**src/rtl/multiword_add_sequencer_if.sv**
```systemverilog
// Operand/result bus for the multi-word adder sequencer.
// master drives requests, slave returns busy/done and the result.
interface multiword_add_sequencer_if #(
  parameter int WORDS = 4
);
  localparam int N = 16 * WORDS;

  logic         start;
  logic [N-1:0] A;
  logic [N-1:0] B;
  logic         Cin;
  logic         busy;
  logic         done;
  logic [N-1:0] Sum;
  logic         Cout;

  modport master (
    output start, A, B, Cin,
    input  busy, done, Sum, Cout
  );

  modport slave (
    input  start, A, B, Cin,
    output busy, done, Sum, Cout
  );
endinterface

```
**src/rtl/multiword_add_sequencer.sv**
```systemverilog
// Wide adder built from one 16-bit ripple adder, one slice per clock,
// LSB slice first, with the inter-slice carry held in a flop.
module multiword_add_sequencer #(
  parameter int WORDS = 4
) (
  input logic clk,
  input logic rst_n,
  multiword_add_sequencer_if.slave bus
);
  localparam int KW = (WORDS > 1) ? $clog2(WORDS) : 1;
  localparam logic [KW-1:0] KLAST = KW'(WORDS - 1);

  typedef enum logic [1:0] {
    IDLE,
    RUN,
    DONE
  } state_e;

  state_e state_q, state_d;

  logic [WORDS-1:0][15:0] a_q, a_d;
  logic [WORDS-1:0][15:0] b_q, b_d;
  logic [WORDS-1:0][15:0] work_q, work_d;
  logic [WORDS-1:0][15:0] sum_q, sum_d;
  logic                   c_q, c_d;
  logic                   cout_q, cout_d;
  logic [KW-1:0]          k_q, k_d;

  logic [15:0] add_s;
  logic        add_c;

  ripple_carry_adder_16bit u_add (
    .A    (a_q[k_q]),
    .B    (b_q[k_q]),
    .Cin  (c_q),
    .Sum  (add_s),
    .Cout (add_c)
  );

  always_ff @(posedge clk or negedge rst_n) begin
    if (!rst_n) begin
      state_q <= IDLE;
      a_q     <= '0;
      b_q     <= '0;
      work_q  <= '0;
      sum_q   <= '0;
      c_q     <= 1'b0;
      cout_q  <= 1'b0;
      k_q     <= '0;
    end else begin
      state_q <= state_d;
      a_q     <= a_d;
      b_q     <= b_d;
      work_q  <= work_d;
      sum_q   <= sum_d;
      c_q     <= c_d;
      cout_q  <= cout_d;
      k_q     <= k_d;
    end
  end

  always_comb begin
    state_d = state_q;
    a_d     = a_q;
    b_d     = b_q;
    work_d  = work_q;
    sum_d   = sum_q;
    c_d     = c_q;
    cout_d  = cout_q;
    k_d     = k_q;
    unique case (state_q)
      IDLE: begin
        if (bus.start) begin
          a_d     = bus.A;
          b_d     = bus.B;
          c_d     = bus.Cin;
          k_d     = '0;
          state_d = RUN;
        end
      end
      RUN: begin
        work_d[k_q] = add_s;
        c_d         = add_c;
        k_d         = k_q + KW'(1);
        // result is published only once the top slice lands
        if (k_q == KLAST) begin
          sum_d   = work_d;
          cout_d  = add_c;
          state_d = DONE;
        end
      end
      DONE: begin
        state_d = IDLE;
      end
      default: begin
        state_d = IDLE;
      end
    endcase
  end

  assign bus.busy = (state_q != IDLE);
  assign bus.done = (state_q == DONE);
  assign bus.Sum  = sum_q;
  assign bus.Cout = cout_q;
endmodule

module ripple_carry_adder_16bit (
  input  logic [15:0] A,
  input  logic [15:0] B,
  input  logic        Cin,
  output logic [15:0] Sum,
  output logic        Cout
);
  always_comb begin
    logic cy;
    cy  = Cin;
    Sum = '0;
    for (int i = 0; i < 16; i++) begin
      Sum[i] = A[i] ^ B[i] ^ cy;
      cy     = (A[i] & B[i]) | (cy & (A[i] ^ B[i]));
    end
    Cout = cy;
  end
endmodule

```
**src/flat_wrapper.sv**
```systemverilog
// flat-port wrapper written by rule: the top's interface ports become plain ports
module multiword_add_sequencer_flat 
#(
  parameter int WORDS = 4
)
  (clk, rst_n, bus_start, bus_A, bus_B, bus_Cin, bus_busy, bus_done, bus_Sum, bus_Cout);
  multiword_add_sequencer_if #(.WORDS(WORDS)) bus_i ();
  input logic clk;
  input logic rst_n;
  input wire logic [$bits(bus_i.start)-1:0] bus_start;
  input wire logic [$bits(bus_i.A)-1:0] bus_A;
  input wire logic [$bits(bus_i.B)-1:0] bus_B;
  input wire logic [$bits(bus_i.Cin)-1:0] bus_Cin;
  output wire logic [$bits(bus_i.busy)-1:0] bus_busy;
  output wire logic [$bits(bus_i.done)-1:0] bus_done;
  output wire logic [$bits(bus_i.Sum)-1:0] bus_Sum;
  output wire logic [$bits(bus_i.Cout)-1:0] bus_Cout;
  assign bus_i.start = bus_start;
  assign bus_i.A = bus_A;
  assign bus_i.B = bus_B;
  assign bus_i.Cin = bus_Cin;
  assign bus_busy = bus_i.busy;
  assign bus_done = bus_i.done;
  assign bus_Sum = bus_i.Sum;
  assign bus_Cout = bus_i.Cout;
  multiword_add_sequencer #(.WORDS(WORDS)) u_core (.clk(clk), .rst_n(rst_n), .bus(bus_i));
endmodule
```
**config.mk**
```make
export PLATFORM = sky130hd
export DESIGN_NAME = multiword_add_sequencer_flat
export DESIGN_NICKNAME = d
export VERILOG_FILES = /design/src/rtl/multiword_add_sequencer_if.sv /design/src/rtl/multiword_add_sequencer.sv /design/src/flat_wrapper.sv
export SDC_FILE = /design/constraint.sdc
export NUM_CORES = 1
export LEC_CHECK = 0
export CAP_MARGIN = 20
export CORE_MARGIN = 5
export CORE_UTILIZATION = 61
export CTS_CLUSTER_DIAMETER = 40
export DETAILED_ROUTE_END_ITERATION = 16
export DONT_BUFFER_PORTS = 1
export GPL_ROUTABILITY_DRIVEN = 0
export GPL_TIMING_DRIVEN = 0
export PLACE_DENSITY = 0.8
export SYNTH_ARGS = -nofsm -noshare
export SYNTH_HDL_FRONTEND = slang
export SYNTH_SLANG_ARGS = --single-unit
```
**constraint.sdc**
```tcl
create_clock -name clk -period 11.5 [get_ports clk]
set_input_delay 3.45 -clock clk [delete_from_list [all_inputs] [get_ports clk]]
set_output_delay 3.45 -clock clk [all_outputs]
set_load 0.1 [all_outputs]
```
==> summary.txt <==
Run status
  • Run status: finished clean

STA
  • Final Max Tran Viols: 0
  • Final Setup Violations: 0
  • Post-route minimum period: 8.564 ns
  • Relative slew slack: 28.51%
  • Slew @ Worst Pin: 1.067 ns
  • Setup TNS Final: 0 ns
  • Tcrit/Tclk final: 74.47%
  • Max Clk Rate: 116.8 MHz
  • RSZ-0062 raised after global routing: false
  • Clock Skews: 0.01148 ns
  • Fin. Hold Viols: 0
  • Final worst slack: 2.936 ns

Critical path
  • Worst Path Arrival: 8.98 ns
  • Reg2reg setup slack: 2.94 ns
  • CP top delay family: adder cells
  • FF-to-FF Start: u_core.k_q[1]
  • Most frequent CP cell: fa_1
  • Worst r2r dst: u_core.bus.Sum[31]
  • Worst setup EP type: flip-flop
  • Critical path fanouts, max: 10
  • Worst r2r path cells: 25
  • Worst path buffer plus inverter count: 6
  • Slowest CP cell: clkbuf_1
  • CP max stage delay: 0.61 ns
  • Startpoint types: flip-flop
  • CP Data Required Time: 11.91 ns
  • Crit path kind: flip-flop to flip-flop

Floorplan
  • Core Footprint: 18520 µm²
  • Initial core utilization: 61.45%
  • I/O pin count: 199
  • DIE WIDTH: 146.6 µm
  • Die ar.: 21490 µm²
  • Die Height: 146.6 µm
  • Cell row count: 50

Layout
  • Share of cells above drive strength 1: 40.89%
  • Area grow syn2layout: 13.45%
  • Final net count: 915
  • Fillers: 1188
  • N_diodes: 0
  • Finished Cell Area: 12910 µm²

Placement
  • PortBufs: 0
  • Pre-CTS setup slack: 2.902 ns
  • Dpl cell area: 11670 µm²
  • DP Wirelength: 18110 µm

Clock tree
  • Clk Latency, worst-skew pair: 0.49 ns
  • Setup Fix Bufs, Post-CTS: 0
  • # resized after CTS: 0
  • CTS tree: built
  • CTS Buf Count: 36
  • Clock Tree Buf Depth: 3
  • CTS Hold Bufs: 0
  • CTS clk-pin slew, worst paths: 0.06 ns
  • H-tree lvl count: 2
  • CTS Sinks: 246
  • CTS Root Cell: clkbuf_16

Synth
  • Post-synthesis register bit count: 246
  • Syn nets: 877
  • Synth Area per Inst: 15.70 µm²
  • Synth Cell Area: 11380 µm²
  • Synthesized instance count: 725
  • Sequential area share after synthesis: 54.10%
  • YS warnings: 0
  • Unique masters post-synth: 29

Global route
  • Vias in the first global route: 7072
  • Grt ovf: 0
  • Largest net degree at the start of global routing: 247
  • Initial antenna violation count: 0
  • First-pass GRT wire length: 40980 µm
  • Tot GR Track Use: 24.58%

Min path
  • Hold Path Depth: 2
  • Hold crit path type: flip-flop to flip-flop
  • Hold Crit Start: u_core.work_q[15]
  • Endpoint, Worst Hold: u_core.work_q[15]

Detailed routing
  • Drt pass-1 iters: 4
  • Via count: 6046
  • DR WL/cell: 24.83 µm
  • Routed vias/inst: 5.933
  • Post-DRT Antenna Nets: 0
  • Remaining routing DRC violations: 0
  • Routed wire length: 25300 µm
  • DRT iter0 DRCs: 235

Job
  • Max-cap viol count: 0
-- kinds of logic (layout without fill, tap and decap cells) --
| kind of cell | count (synthesis) | after routing | synth area share [%] |
|---|---|---|---|
| AOI/OAI and AO/OA | 61 | 61 | 2.738 |
| adders and majority gates | 20 | 20 | 3.255 |
| muxes | 265 | 265 | 32.31 |
| and+or+nand+nor | 72 | 72 | 3.156 |
| buffers and inverters | 61 | 121 | 4.442 |
| DFF | 246 | 246 | 54.10 |
-- per-layer routing --
layer / track usage [%] / vias to the layer above / wire, µm
met5: 0 / - / 0
met4: 6.867 / 0 / 520
met3: 8.504 / 43 / 2167
met2: 41.51 / 224 / 12730
met1: 30.28 / 3115 / 9884
li1: - / 2664 / -
-- worst reg2reg max path: stages (launching register included) --
cell and delay (ns):
dfrtp_1 0.37, buf_2 0.24, clkbuf_1 0.61, mux4_2 0.47, fa_1 0.43, fa_1 0.40
fa_1 0.39, fa_1 0.40, fa_1 0.40, fa_1 0.40, fa_1 0.40, fa_1 0.40
fa_1 0.41, fa_1 0.41, fa_1 0.41, fa_1 0.39, fa_1 0.37, inv_1 0.09
fa_1 0.17, inv_1 0.05, fa_1 0.36, inv_1 0.08, fa_1 0.48, inv_1 0.14
mux2i_1 0.08, o21ai_0 0.15
-- placed cells by master (no fill, tap or decap), drive strengths merged --
cell type	count
clkinv	2
nand2b	1
nand2	58
nand3b	4
a211oi	1
buf	40
nor2b	1
ha	4
o21ai	58
mux2	184
nor2	5
dfrtp	246
mux2i	49
a21oi	1
fa	16
a22o	1
bufinv	5
and2b	1
inv	15
mux4	32
or2	1
nor3	1
clkbuf	52
clkinvlp	7
-- area by class of cell --
cell class	count	area [µm²]	area share [%]
Buffer	47	452.9	3.508
Clock buffer	45	1006	7.792
Clock inverter	15	229.0	1.774
Inverter	14	52.55	0.4071
Multi-Input combinational cell	418	4721	36.57
Sequential cell	246	6156	47.68
Tap cell	234	292.8	2.268
-- Yosys cell counts --
cell / count / share of area [%]
a211oi_1: 1 / 0.066
a21oi_1: 1 / 0.044
a22o_1: 1 / 0.077
and2b_1: 1 / 0.066
buf_12: 12 / 2.1
buf_2: 21 / 0.92
buf_4: 4 / 0.26
buf_6: 1 / 0.099
buf_8: 2 / 0.26
clkbuf_1: 6 / 0.20
clkbuf_8: 1 / 0.12
dfrtp_1: 246 / 54
fa_1: 16 / 2.8
ha_1: 4 / 0.44
inv_1: 14 / 0.46
mux2_2: 79 / 7.8
mux2_4: 105 / 14
mux2i_1: 49 / 4.3
mux4_2: 32 / 6.3
nand2_1: 58 / 1.9
nand2b_4: 1 / 0.12
nand3b_1: 1 / 0.066
nand3b_4: 3 / 0.53
nor2_1: 4 / 0.13
nor2_8: 1 / 0.18
nor2b_1: 1 / 0.055
nor3_1: 1 / 0.044
o21ai_0: 58 / 2.6
or2_2: 1 / 0.055
-- flip-flops by register name, summed over array words and instances, names as in the netlist --
signal	flops
u_core.b_q	64
u_core.work_q	48
u_core.bus.Sum	64
u_core.bus.Cout	1
u_core.state_q	2
u_core.a_q	64
u_core.k_q	2
u_core.c_q	1
-- how the worst max path moves through the flow --
| stage | to | depth (start not counted) | from | slack [ns] |
|---|---|---|---|---|
| final | u_core.bus.Sum[31] | 25 | u_core.k_q[1] | 2.94 |
| after global routing | u_core.bus.Sum[31] | 25 | u_core.k_q[1] | 2.56 |
| after CTS | u_core.bus.Sum[47] | 25 | u_core.k_q[1] | 2.90 |
| after detailed placement | u_core.bus.Sum[15] | 25 | u_core.k_q[1] | 2.90 |
| after global placement | u_core.bus.Sum[47] | 25 | u_core.k_q[1] | 2.94 |
| after floorplan | u_core.bus.Sum[31] | 25 | u_core.k_q[0] | 3.71 |
-- per-stage QoR --
step | instances | hold WS [ns] | util (%)
global placement | 959 | 0.4627 | 63.03
finish | 1019 | 0.4769 | 69.72
floorplan | 725 | 0.4492 | -
CTS | 1019 | 0.4812 | 69.72
global route | 1019 | 0.5070 | 69.72
detailed placement | 959 | 0.4690 | 63.05
Power is left out: the tool's default activity adds up to more than one toggle a clock period on the data nets, which glitch-free logic cannot reach.
